**src/rtl/tenv_clock_pkg.sv**
```systemverilog
// rtl/tenv_clock_pkg.sv - shared state type, defaults and phase-length helper for tenv_clockdiv
package tenv_clock_pkg;

   typedef enum logic [1:0] {
      IDLE = 2'd0,
      HIGH = 2'd1,
      LOW  = 2'd2
   } clkdiv_state_t;

   localparam int CNT_W_DEFAULT = 8;

   // A programmed length of 0 behaves as 1 so a channel can never stall.
   function automatic int unsigned phase_len(input int unsigned cnt);
      return (cnt == 0) ? 32'd1 : cnt;
   endfunction

endpackage

```
**src/rtl/tenv_clockdiv_ch.sv**
```systemverilog
// rtl/tenv_clockdiv_ch.sv - one divider channel: IDLE/HIGH/LOW FSM, phase counter, rise and launched
module tenv_clockdiv_ch
   import tenv_clock_pkg::*;
#(
   parameter int CNT_W = CNT_W_DEFAULT
) (
   input  logic             clk,
   input  logic             rst,
   input  logic             en,
   input  logic             init,
   input  logic [CNT_W-1:0] time_high,
   input  logic [CNT_W-1:0] time_low,
   input  logic             sync,
   output logic             clock,
   output logic             rise,
   output logic             launched
);

   clkdiv_state_t    state;
   logic [CNT_W-1:0] cnt;
   logic             enter_high;
   logic [CNT_W-1:0] high_load;
   logic [CNT_W-1:0] low_load;

   assign high_load = CNT_W'(phase_len(32'(time_high)) - 32'd1);
   assign low_load  = CNT_W'(phase_len(32'(time_low)) - 32'd1);

   // Outputs are a registered image of the state, so rise and clock edges stay coincident.
   always_ff @(posedge clk) begin
      if (rst) begin
         state      <= IDLE;
         cnt        <= '0;
         enter_high <= 1'b0;
         clock      <= 1'b0;
         rise       <= 1'b0;
         launched   <= 1'b0;
      end else begin
         case (state)
            IDLE:    clock <= init;
            HIGH:    clock <= 1'b1;
            default: clock <= 1'b0;
         endcase
         rise     <= enter_high;
         launched <= (state == IDLE) ? 1'b0 : (launched | enter_high);

         if (!en) begin
            state      <= IDLE;
            cnt        <= '0;
            enter_high <= 1'b0;
         end else if (sync || state == IDLE) begin
            if (init) begin
               state      <= LOW;
               cnt        <= low_load;
               enter_high <= 1'b0;
            end else begin
               state      <= HIGH;
               cnt        <= high_load;
               enter_high <= (state != HIGH);
            end
         end else if (cnt != '0) begin
            cnt        <= cnt - CNT_W'(1);
            enter_high <= 1'b0;
         end else if (state == HIGH) begin
            state      <= LOW;
            cnt        <= low_load;
            enter_high <= 1'b0;
         end else begin
            state      <= HIGH;
            cnt        <= high_load;
            enter_high <= 1'b1;
         end
      end
   end

endmodule

```
**src/rtl/tenv_clockdiv.sv**
```systemverilog
// rtl/tenv_clockdiv.sv - multi-channel programmable clock divider top
// Optional launch logging under TENV_CLKDIV_LOG_EN.
module tenv_clockdiv
   import tenv_clock_pkg::*;
#(
   parameter int CHANNELS = 2,
   parameter int CNT_W    = CNT_W_DEFAULT
) (
   input  logic                      clk,
   input  logic                      rst,
   input  logic [CHANNELS-1:0]       en,
   input  logic [CHANNELS-1:0]       init,
   input  logic [CHANNELS*CNT_W-1:0] time_high,
   input  logic [CHANNELS*CNT_W-1:0] time_low,
   input  logic                      sync,
   output logic [CHANNELS-1:0]       clocks,
   output logic [CHANNELS-1:0]       rise,
   output logic [CHANNELS-1:0]       launched
);

   for (genvar i = 0; i < CHANNELS; i++) begin : g_ch
      tenv_clockdiv_ch #(
         .CNT_W(CNT_W)
      ) u_ch (
         .clk       (clk),
         .rst       (rst),
         .en        (en[i]),
         .init      (init[i]),
         .time_high (time_high[i*CNT_W +: CNT_W]),
         .time_low  (time_low[i*CNT_W +: CNT_W]),
         .sync      (sync),
         .clock     (clocks[i]),
         .rise      (rise[i]),
         .launched  (launched[i])
      );
   end

`ifdef TENV_CLKDIV_LOG_EN
   logic [CHANNELS-1:0] launched_q;

   always_ff @(posedge clk) begin
      if (rst) begin
         launched_q <= '0;
      end else begin
         launched_q <= launched;
      end
   end

   for (genvar i = 0; i < CHANNELS; i++) begin : g_log
      always_ff @(posedge clk) begin
         if (!rst && launched[i] && !launched_q[i]) begin
            $display("%0t [tenv_clockdiv]: Launch clock %0d. Period=%0d clk cycles.", $time, i,
                     phase_len(32'(time_high[i*CNT_W +: CNT_W])) +
                     phase_len(32'(time_low[i*CNT_W +: CNT_W])));
         end
      end
   end
`else
   // Logging disabled: no simulation-only statements are compiled.
`endif

endmodule

```
**config.mk**
```make
export PLATFORM = sky130hd
export DESIGN_NAME = tenv_clockdiv
export DESIGN_NICKNAME = d
export VERILOG_FILES = /design/src/rtl/tenv_clock_pkg.sv /design/src/rtl/tenv_clockdiv_ch.sv /design/src/rtl/tenv_clockdiv.sv
export SDC_FILE = /design/constraint.sdc
export NUM_CORES = 1
export LEC_CHECK = 0
export BUFFER_PORTS_ARGS = -buffer_cell sky130_fd_sc_hd__buf_4
export CAP_MARGIN = 20
export CORE_ASPECT_RATIO = 0.8
export CORE_MARGIN = 2
export CORE_UTILIZATION = 61
export CTS_BUF_LIST = sky130_fd_sc_hd__clkbuf_2
export DETAILED_ROUTE_END_ITERATION = 7
export GPL_ROUTABILITY_DRIVEN = 0
export GPL_TIMING_DRIVEN = 1
export PLACE_DENSITY = 0.95
export RECOVER_POWER = 25
export SETUP_SLACK_MARGIN = 0.5
export SLEW_MARGIN = 20
export SYNTH_ARGS = -nofsm -noshare
export SYNTH_HDL_FRONTEND = slang
export SYNTH_SLANG_ARGS = --single-unit
```
**constraint.sdc**
```tcl
create_clock -name clk -period 3.9 [get_ports clk]
set_input_delay 0.195 -clock clk [delete_from_list [all_inputs] [get_ports clk]]
set_output_delay 0.195 -clock clk [all_outputs]
set_load 0.01 [all_outputs]
```
* Word level (Yosys, flattened, before mapping)
Cells that the tools add are included.
** Cells by class
- Multiply operators :: 0
- Reductions and logical operators :: 14
- Add/subtract/negate cells :: 6
- Mux-type cells :: 30
- Divide/modulo/power cells :: 0
- Bitwise operators :: 4
- Shift-type cells :: 0
- Equality and inequality tests :: 6
- $lt $le $gt $ge :: 0
** Operators with widths (number)
- 8-bit 2-to-1 mux :: 12
- 8-bit by 1-bit subtractor with 8-bit output, second input constant :: 6
- 8-bit logical NOT :: 4
- 2-bit 2-to-1 mux :: 8
- 8-bit nonzero test :: 2
- 1-bit 2-to-1 mux :: 8
- 2-bit by 1-bit != test with 1-bit output, second input constant :: 4
- 2-bit OR reduction :: 4
- 2-bit by 1-bit == test with 1-bit output, second input constant :: 2
- 2-bit logical NOT :: 2
- 1-bit one-hot mux with 2 select lines :: 2
- 1-bit logical OR :: 2
- 1-bit NOT :: 2
- 1-bit OR :: 2
** Storage, ports and cells
- Bits in writable memories :: 0
- ROM bits :: 0
- Logic and storage cells :: 72
- Memories :: 0
- Input bits :: 39
- Output and inout port bits :: 6
- Bits in registers :: 28
- Latch bits :: 0

* Depth between registers and ports, before layout
Gate-level depths: netlist (run 1).
- Depth after elaboration :: 6
- Mapped depth :: 9

* Modules after synthesis
From an unflattened synthesis (run 1), not the netlist that was laid out.
** Second synthesis, totals
- Cells, all modules :: 260
- Area, all modules :: 2062.0 um^2
** By module, submodules not included
- tenv_clockdiv_ch :: area an instance 1031.0 um^2, times used 2, sequential area each 280.3 um^2, cells each 130

* Worst setup path after synthesis (run 1)
No wires, ideal clock.
- Kind :: input -> register
- Start :: in time_high[3]
- End :: reg g_ch[0].u_ch.cnt[6]
- Buffers on the path :: 0
- Data required time :: 3.830 ns
- Path slack :: 1.825 ns
- Setup time :: 0.070 ns
- Cell stages on the path :: 9
- Arrival :: 2.006 ns
- Path through :: or4_1 -> nor4_1 -> nor2_1 -> ha_1 -> nor3b_1 -> nor3b_1 -> xnor2_1 -> a221o_1 -> a21oi_1
** On the way
- Word-level cells in the longest chain between the ends :: 6
- Elaborated cells on any way between the ends :: 7
- Those cells by class :: 1 x add/sub; 5 x mux; 1 x reduce/logical
** Ends and longest elaborated chain
- start: declaration :: RTL line tenv_clockdiv.sv:13 : input logic [CHANNELS*CNT_W-1:0] time_high,
- 8-bit logical NOT :: RTL line tenv_clock_pkg.sv:14 : return (cnt == 0) ? 32'd1 : cnt;
- 8-bit 2-to-1 mux * :: RTL line tenv_clock_pkg.sv:14
- 8-bit by 1-bit subtractor with 8-bit output * :: RTL line tenv_clockdiv_ch.sv:25 : assign high_load = CNT_W'(phase_len(32'(time_high)) - 32'd1);
- 8-bit 2-to-1 mux :: RTL line tenv_clockdiv_ch.sv:63 : end else if (state == HIGH) begin
- 8-bit 2-to-1 mux :: RTL line tenv_clockdiv_ch.sv:60 : end else if (cnt != '0) begin
- 8-bit 2-to-1 mux * :: RTL line tenv_clockdiv_ch.sv:50 : end else if (sync || state == IDLE) begin
- end signal: assignment :: RTL line tenv_clockdiv_ch.sv:53 : cnt <= low_load;
- end signal: assignment :: RTL line tenv_clockdiv_ch.sv:61 : cnt <= cnt - CNT_W'(1);
- end signal: assignment :: RTL line tenv_clockdiv_ch.sv:65 : cnt <= low_load;
- end: declaration :: RTL line tenv_clockdiv_ch.sv:20 : logic [CNT_W-1:0] cnt;
Every way passes the cells marked *; elsewhere a longest branch is shown, timed or not.
A chain may end at the register's enable or synchronous reset.

* Worst setup path after layout (run 1)
- Start :: reg g_ch[0].u_ch.cnt[3]
- End :: reg g_ch[0].u_ch.cnt[7]
** On the way
- Word-level cells in the longest chain between the ends :: 3
- Elaborated cells on any way between the ends :: 4
- Those cells by class :: 1 x add/sub; 2 x mux; 1 x reduce/logical
** Ends and longest elaborated chain
- start signal: assignment :: RTL line tenv_clockdiv_ch.sv:53
- start signal: assignment :: RTL line tenv_clockdiv_ch.sv:57 : cnt <= high_load;
- start signal: assignment :: RTL line tenv_clockdiv_ch.sv:61
- 8-bit by 1-bit subtractor with 8-bit output / 8-bit nonzero test (equally long branches) :: RTL line tenv_clockdiv_ch.sv:61, tenv_clockdiv_ch.sv:60
- 8-bit 2-to-1 mux * :: RTL line tenv_clockdiv_ch.sv:60
- 8-bit 2-to-1 mux * :: RTL line tenv_clockdiv_ch.sv:50
Marked as above.

==> summary.txt, run 1 <==
Status
  – Run status: finished with violations
  – Violated checks: DRC

Floorplan
  – Initial Utilization: 62.8%
  – CORE AREA: 0.00338 mm2
  – Die Footprint: 0.00397 mm2
  – IO Pins: 45
  – Die Span Y: 56.7 um
  – Number of rows created at floorplan: 19
  – Die W: 69.9 um

CTS
  – TritonCTS clock tree: built
  – Clock H-tree levels: 1
  – Total clock buffers created by CTS: 3
  – Number of sinks driven by the clock tree: 28
  – Number of buffers on the longest clock path: 2
  – Clock transition at path regs: 280 ps
  – Clock latency at the later pin of the worst-skew pair: 390 ps
  – Buffer count from post-CTS setup fixing: 0
  – Clock root buffer master: clkbuf_2

Setup path
  – Sort of element at the start of the critical path: flip-flop
  – Critical path endpoint category: flip-flop
  – Endpoint of the most critical register-to-register path: g_ch[0].u_ch.cnt[7]
  – Biggest fanout along the worst timing path: 6
  – Cells on worst reg2reg path: 5
  – CP arrival: 2330 ps
  – Critical register-to-register path startpoint: g_ch[0].u_ch.cnt[3]
  – Setup CP Type: flip-flop to flip-flop
  – Reg2reg setup slack: 1920 ps
  – First element of the critical path: g_ch[0].u_ch.cnt[3]
  – WP data required: 4250 ps

Synthesis
  – Synth async-reset ratio: 0%
  – Avg Synthesized Cell Area: 7.88 um2
  – Number of distinct library cells after synthesis: 50
  – Post-synth net total: 316
  – Area of the mapped netlist: 0.00212 mm2
  – Portion of the post-synthesis area used by sequential elements: 26.4%
  – Most used DFF post-synth: dfxtp_1
  – Post-synthesis instance total: 269
  – Warning count from the yosys run: 0
  – Post-synthesis sequential element count: 28
  – EDFF count, synth: 0

Timing
  – Clock Skew: 21.2 ps
  – Fmax: 505 MHz
  – Hold Vio Cnt, Final: 0
  – Slew Viols, Final: 0
  – Endpoints failing setup: 0
  – Worst max-slew margin expressed relative to the limit: 60.8%
  – Setup_tns: 0 ps
  – Tightest Pin Transition: 588 ps
  – Unrepaired setup endpoints after global routing: false
  – Tcrit/Tclk final: 50.8%
  – Shortest clock period the worst path allows after layout: 1980 ps

Finish
  – Area added between synthesis and finish: 15.6%
  – Finished Core Util: 72.6%
  – Final net count: 354
  – Filler Cells Inserted: 277
  – Register area: 561 um2
  – Number of diodes added for antenna fixing: 0
  – Share of post-route cells with drive strength above 1: 18.3%
  – Multi-input logic area: 0.00144 mm2

Route
  – Number of detailed-route iterations in the first pass: 8
  – DRC marker count from the first detailed-route iteration: 196
  – Antenna Violating Nets Remaining: 0
  – Detail-routed via count per cell: 6.09
  – Vias post-DR: 2120
  – Detailed-route wire length per cell: 14.3 um
  – Total routed wirelength: 4.97 mm
  – Post-detailed-route DRC marker count: 2

Hold path
  – Launch point of the worst hold path: time_low[7]
  – Sink of the worst hold path: g_ch[0].u_ch.cnt[7]
  – Cells on Worst Hold Path: 3
  – Path category of the worst min-delay check: primary input to flip-flop

Global routing
  – Gr usage total: 25.6%
  – Overall overflow remaining after global route: 0
  – Largest net degree at the start of global routing: 16
  – Global-route wire length before repair: 8.27 mm
  – Initial antenna violation count: 0
  – Via count of the first global-routing pass: 1890

Pwr
  – Power density normalized to cell area: 274 mW/mm2
  – Maximum vdd drop: 0.152 mV
  – Standby leakage power: 1.01 nW

Flow run
  – Number of maximum-capacitance constraint violations: 0

Placement
  – Detail Placement HPWL: 3.94 mm
  – Count of port buffers added during placement: 44
==> flip-flops by register name, indices dropped and copies added, names as in the netlist <==
name                  flops
g_ch.u_ch.cnt            16
g_ch.u_ch.launched        2
g_ch.u_ch.clock           2
g_ch.u_ch.rise            2
g_ch.u_ch.state           4
g_ch.u_ch.enter_high      2
==> synthesized netlist by cell type, drive strengths merged, types with 2 or more instances <==
cell type  instances  area, um2
a21oi             12       60.1
a222oi             7       70.1
a31oi              3       18.8
and3               3       18.8
buf                8       53.8
clkbuf             4       16.3
dfxtp             28        561
ha                 8        100
inv               13       48.8
mux2i              7       70.1
nand2             17       63.8
nand2b             7       43.8
nand3              4       25.0
nor2              39        154
nor2b              3       18.8
nor3              17       90.1
nor3b             10       75.1
nor4               7       65.1
o211ai             3       27.5
o21ai             16       80.1
o21bai             2       15.0
o22ai              2       12.5
o31ai              3       36.3
or2                2       12.5
or3                4       25.0
or4                6       48.8
xnor2             13        114
xor2              11       96.3
==> layer usage <==
layer / vias up / track usage (%) / part of all wire, %
met3: 4 / 3.41 / 10
met5: - / 0 / 0
met1: 952 / 36.4 / 47
met4: 0 / 7.69 / 0.81
met2: 113 / 40.5 / 42
li1: 1051 / - / -
==> placed cells by master (no fill, tap or decap), types with 2 or more instances in the layout <==
cell type,instances
ha_1,8
dfxtp_1,28
nand2b_1,7
nand2_1,17
buf_4,41
o22ai_1,2
inv_1,13
o211ai_1,2
nand3_1,3
nor3_1,16
nor4_1,5
o21ai_1,8
mux2i_1,7
o31ai_1,2
o21bai_1,2
clkbuf_1,3
or4_1,5
nor2_1,38
a31oi_1,3
xnor2_1,13
or3_1,4
nor2b_1,3
or2_2,2
a21oi_1,12
nor3b_1,10
a222oi_1,7
clkbuf_2,3
o21ai_0,8
xor2_1,11
and3_1,3
==> cell families (layout without fill, tap and decap cells) <==
logic type | count (synthesis) | in the layout | synth area share (%)
mux | 8 | 8 | 3.84
flops | 28 | 28 | 26.4
xor+xnor | 24 | 24 | 9.92
compound gates | 57 | 57 | 19.2
buf+inv | 25 | 62 | 5.61
simple gates | 119 | 119 | 30.2
fa+ha+maj | 8 | 8 | 4.72
==> through the flow <==
stage	power (mW)	hold slack (ps)	instance area, um2	std cells	worst slack [ps]
after floorplan	0.482	267	2120	269	1820
after global placement	0.553	429	2430	343	1650
final	0.672	64.0	2450	348	1920
after detailed placement	0.558	430	2430	343	1570
after global routing	0.706	59.5	2450	348	1790
after CTS	0.666	5.85	2450	347	1960
==> worst max-delay path by stage <==
stage / slack, ps / end
after global placement: 1650 / g_ch[0].u_ch.cnt[6]
after detailed placement: 1570 / g_ch[1].u_ch.cnt[4]
final: 1920 / g_ch[0].u_ch.cnt[7]
after global routing: 1790 / g_ch[1].u_ch.cnt[0]
after CTS: 1960 / g_ch[0].u_ch.cnt[7]
after floorplan: 1820 / g_ch[0].u_ch.cnt[6]
==> final cells by class <==
class / instances / share of cell area (%)
flip-flops and latches: 28 / 22.9
repair buffers: 45 / 13.4
well taps: 42 / 2.15
clock buffers: 3 / 0.613
inverters: 13 / 1.99
multi-input cells: 216 / 58.8
clock inverters: 1 / 0.153
==> what timing repair did <==
item                                    4_1_cts  5_1_grt
hold endpoints to repair                      0        5
resized for setup                             0        0
hold buffers                                  0        1
endpoints found under the setup margin        0        0
==> worst max-delay path, cell delays in order (launching register included) <==
cell and delay [ps]:
dfxtp_1 430, nor4_4 360, nand3_2 220, o22ai_1 520
o211ai_1 210, a31oi_1 190
==> where the power goes <==
| part | switching (mW) | internal, mW | total (mW) |
|---|---|---|---|
| logic | 0.131 | 0.110 | 0.241 |
| registers | 0.0150 | 0.303 | 0.318 |
| clock network | 0.0909 | 0.0223 | 0.113 |
(Power assumes the default switching activity.)
==> inputs of run 2 (changes only) <==
ABC_AREA = 1   (was not set)
CORE_UTILIZATION = 58   (was 61)
PLACE_DENSITY = 0.93   (was 0.95)
clock period = 2 ns   (was 3.9 ns; I/O delays follow)
==> run 2 against run 1 <==
Against the previous run: the run now ends clean; clock power increased to 3.1 times the previous value; area after synthesis is 13% higher; setup slack worse by 1500 ps; clock skew grew 1.1 ps; sequential share of layout area down 4.2 points; synthesized cell count rose by 49%; first-iteration DRC count rose by 140%; via count increased by 39%; non-clock buffer count increased by 11; sequential cell count unchanged; clock-buffer cell count stayed put; cell area up 25%; largest cell class unchanged.
==> summary.txt, run 2 <==
Placement
  – Pre-CTS WS: 216 ps
  – Detail Placement HPWL: 4.81 mm
  – Count of port buffers added during placement: 44

Timing
  – Setup_tns: 0 ps
  – Unrepaired setup endpoints after global routing: true
  – Tcrit/Tclk final: 80.5%
  – Hold Vio Cnt, Final: 0
  – Fmax: 621 MHz
  – Worst max-slew margin expressed relative to the limit: 74.7%
  – Setup WS post-layout: 391 ps
  – Slew Viols, Final: 0
  – Clock Skew: 22.2 ps
  – Shortest clock period the worst path allows after layout: 1610 ps
  – Tightest Pin Transition: 379 ps
  – Endpoints failing setup: 0

Synthesis
  – Synth top area cells: dfxtp_1, nand2_1, inv_1
  – Proportion of netlist area held by the largest area contributor: 23.4%
  – Combinational family with the most area after synthesis: simple AND/OR/NAND/NOR gates
  – Warning count from the yosys run: 0
  – Post-synthesis instance total: 400
  – Library cell with the highest instance count after synthesis: nand2_1
  – Dominant cell type by area after synthesis: dfxtp_1
  – Post-synthesis compound-gate area fraction: 11.3%
  – EDFF count, synth: 0
  – Post-synth net total: 447
  – Portion of the post-synthesis area used by sequential elements: 23.4%
  – Post-synth top cells: nand2_1, inv_1, nor2_1, dfxtp_1, nand3_1
  – Multiplexer share of the synthesized area: 0%
  – Synth Area in XOR/XNOR: 6.21%
  – Synth async-reset ratio: 0%
  – Post-synthesis sequential element count: 28
  – Avg Synthesized Cell Area: 6.00 um2
  – Area of the mapped netlist: 0.00240 mm2
  – Most used DFF post-synth: dfxtp_1
  – Number of distinct library cells after synthesis: 28
  – Adder-cell share of the synthesized area: 4.17%
  – Area share of and/or/nand/nor cells after synthesis: 40.8%

Hold path
  – Path category of the worst min-delay check: primary input to flip-flop

CTS
  – Number of buffers on the longest clock path: 2
  – Clock transition at path regs: 280 ps
  – Total clock buffers created by CTS: 3
  – Clock H-tree levels: 1
  – Number of sinks driven by the clock tree: 28
  – TritonCTS clock tree: built
  – Clock latency at the later pin of the worst-skew pair: 380 ps
  – Clock root buffer master: clkbuf_2

Floorplan
  – Die W: 75.9 um
  – Die Span Y: 61.5 um
  – CORE AREA: 0.00388 mm2
  – Number of rows created at floorplan: 20
  – Die Footprint: 0.00467 mm2
  – Initial Utilization: 61.8%
  – IO Pins: 45

Setup path
  – Worst path top cell family by delay: simple AND/OR/NAND/NOR gates
  – CP arrival: 1950 ps
  – WP data required: 2340 ps
  – Buf/Inv on CP: 3
  – Biggest fanout along the worst timing path: 6
  – Library cell contributing the largest single delay on the critical path: dfxtp_1
  – Cell-by-cell listing of the critical path: inv_1 -> nor2_4 -> nor2_4 -> nor2_4 -> nand2_4 -> inv_1 -> nand2_1 -> nand3_1 -> nand2_1 -> inv_1
  – Critical path endpoint category: flip-flop
  – Worst path max stage delay: 520 ps
  – Setup CP Type: flip-flop to flip-flop
  – Sort of element at the start of the critical path: flip-flop

Finish
  – Highest-count cells in the layout ignoring fill and taps: nand2_1, inv_1, nor2_1
  – Number of flip-flops in the largest register: 16
  – Largest Register: g_ch.u_ch.cnt
  – Share of post-route cells with drive strength above 1: 25.8%
  – Regs by FF count: g_ch.u_ch.cnt x16, g_ch.u_ch.state x4
  – Number of diodes added for antenna fixing: 0
  – Area added between synthesis and finish: 28.2%
  – Finished Core Util: 79.3%
  – Final net count: 502
  – Commonest non-fill, non-tap cell in the layout: nand2_1

Pwr
  – Power density normalized to cell area: 544 mW/mm2
  – Overall power: 1.67 mW
  – Standby leakage power: 1.59 nW
  – Maximum vdd drop: 0.640 mV

Global routing
  – Via count of the first global-routing pass: 2445
  – Initial antenna violation count: 0
  – Overall overflow remaining after global route: 0
  – Gr usage total: 28.8%
  – Global-route wire length before repair: 10.4 mm
  – Largest net degree at the start of global routing: 17

Route
  – Vias post-DR: 2946
  – Antenna Violating Nets Remaining: 0
  – Detailed-route wire length per cell: 15.3 um
  – Post-detailed-route DRC marker count: 0
  – Detail-routed via count per cell: 5.79
  – Number of detailed-route iterations in the first pass: 6
  – DRC marker count from the first detailed-route iteration: 475
  – Total routed wirelength: 7.77 mm

Flow run
  – Number of maximum-capacitance constraint violations: 0

Status
  – Run status: finished, final reports clean
[run 2: cell types whose count changed after synthesis, moves of 6 or more]
| cell | delta |
|---|---|
| nand2_1 | +80 |
| inv_1 | +63 |
| nand3_1 | +24 |
| nor2_1 | +20 |
| nand4_1 | +10 |
| nor3b_1 | -10 |
| xnor2_1 | -10 |
| nor2_2 | +8 |
| a222oi_1 | -7 |
| mux2i_1 | -7 |
| nand2b_1 | -7 |
| o21ai_1 | -7 |
| nor3_1 | -6 |
[run 2: final timing paths]
kind,startpoint,endpoint,slack (ps),cells past startpoint
worst min-delay path,time_high[7],g_ch[0].u_ch.cnt[7],60,5
worst min register to register,g_ch[1].u_ch.enter_high,g_ch[1].u_ch.rise,430,2
worst max register to register,g_ch[0].u_ch.state[0],g_ch[0].u_ch.cnt[4],390,10
worst max-delay path,g_ch[0].u_ch.state[0],g_ch[0].u_ch.cnt[4],390,10
[run 2: cells by family after synthesis]
family,after synthesis
buffers and inverters,84
XOR/XNOR,17
adder cells (fa/ha/maj),8
AND/OR/NAND/NOR,221
AO/OA/AOI/OAI,42
flip-flops,28
[run 2: repair_timing]
item                       CTS  global route
buffers inserted             1             8
gates resized for setup     10            47
pin swaps                    4            17
hold buffers                 3             0
hold endpoints to repair     5             0
setup endpoints to repair   18            18
[run 2: final cells by class]
type / count / area [um2]
Multi-Input combinational cell: 288 / 1660
Fill cell: 246 / 805
Sequential cell: 28 / 576
Timing Repair Buffer: 56 / 429
Inverter: 78 / 295
Tap cell: 55 / 68.8
Clock inverter: 1 / 30.0
Clock buffer: 3 / 15.0
[run 2: per-stage QoR]
stage | std cells | hold WS [ps] | instance area, um2
6_report | 509 | 56.7 | 3070
5_1_grt | 509 | 57.4 | 3070
4_1_cts | 501 | 29.3 | 2870
3_5_place_dp | 493 | 306 | 2750
3_3_place_gp | 493 | 302 | 2750
2_1_floorplan | 400 | 171 | 2400
[run 2: tightest hold or removal path, cell delays in order]
cell and delay [ps]:
buf_4 90, nand3_1 70, nand3_1 80, nand2_1 50, inv_1 40
[run 2: routing by layer]
layer,wire length (um),GRT usage [%],vias to the layer above
met3,1040,6.55,56
met1,2850,41.4,1303
met5,0,0,-
met4,343,3.76,0
met2,3530,45.2,226
li1,-,-,1361
[run 2: where the power goes]
| group | total (mW) | internal (mW) | switching (mW) |
|---|---|---|---|
| registers | 0.631 | 0.596 | 0.0347 |
| clock network | 0.345 | 0.172 | 0.173 |
| logic | 0.697 | 0.270 | 0.427 |
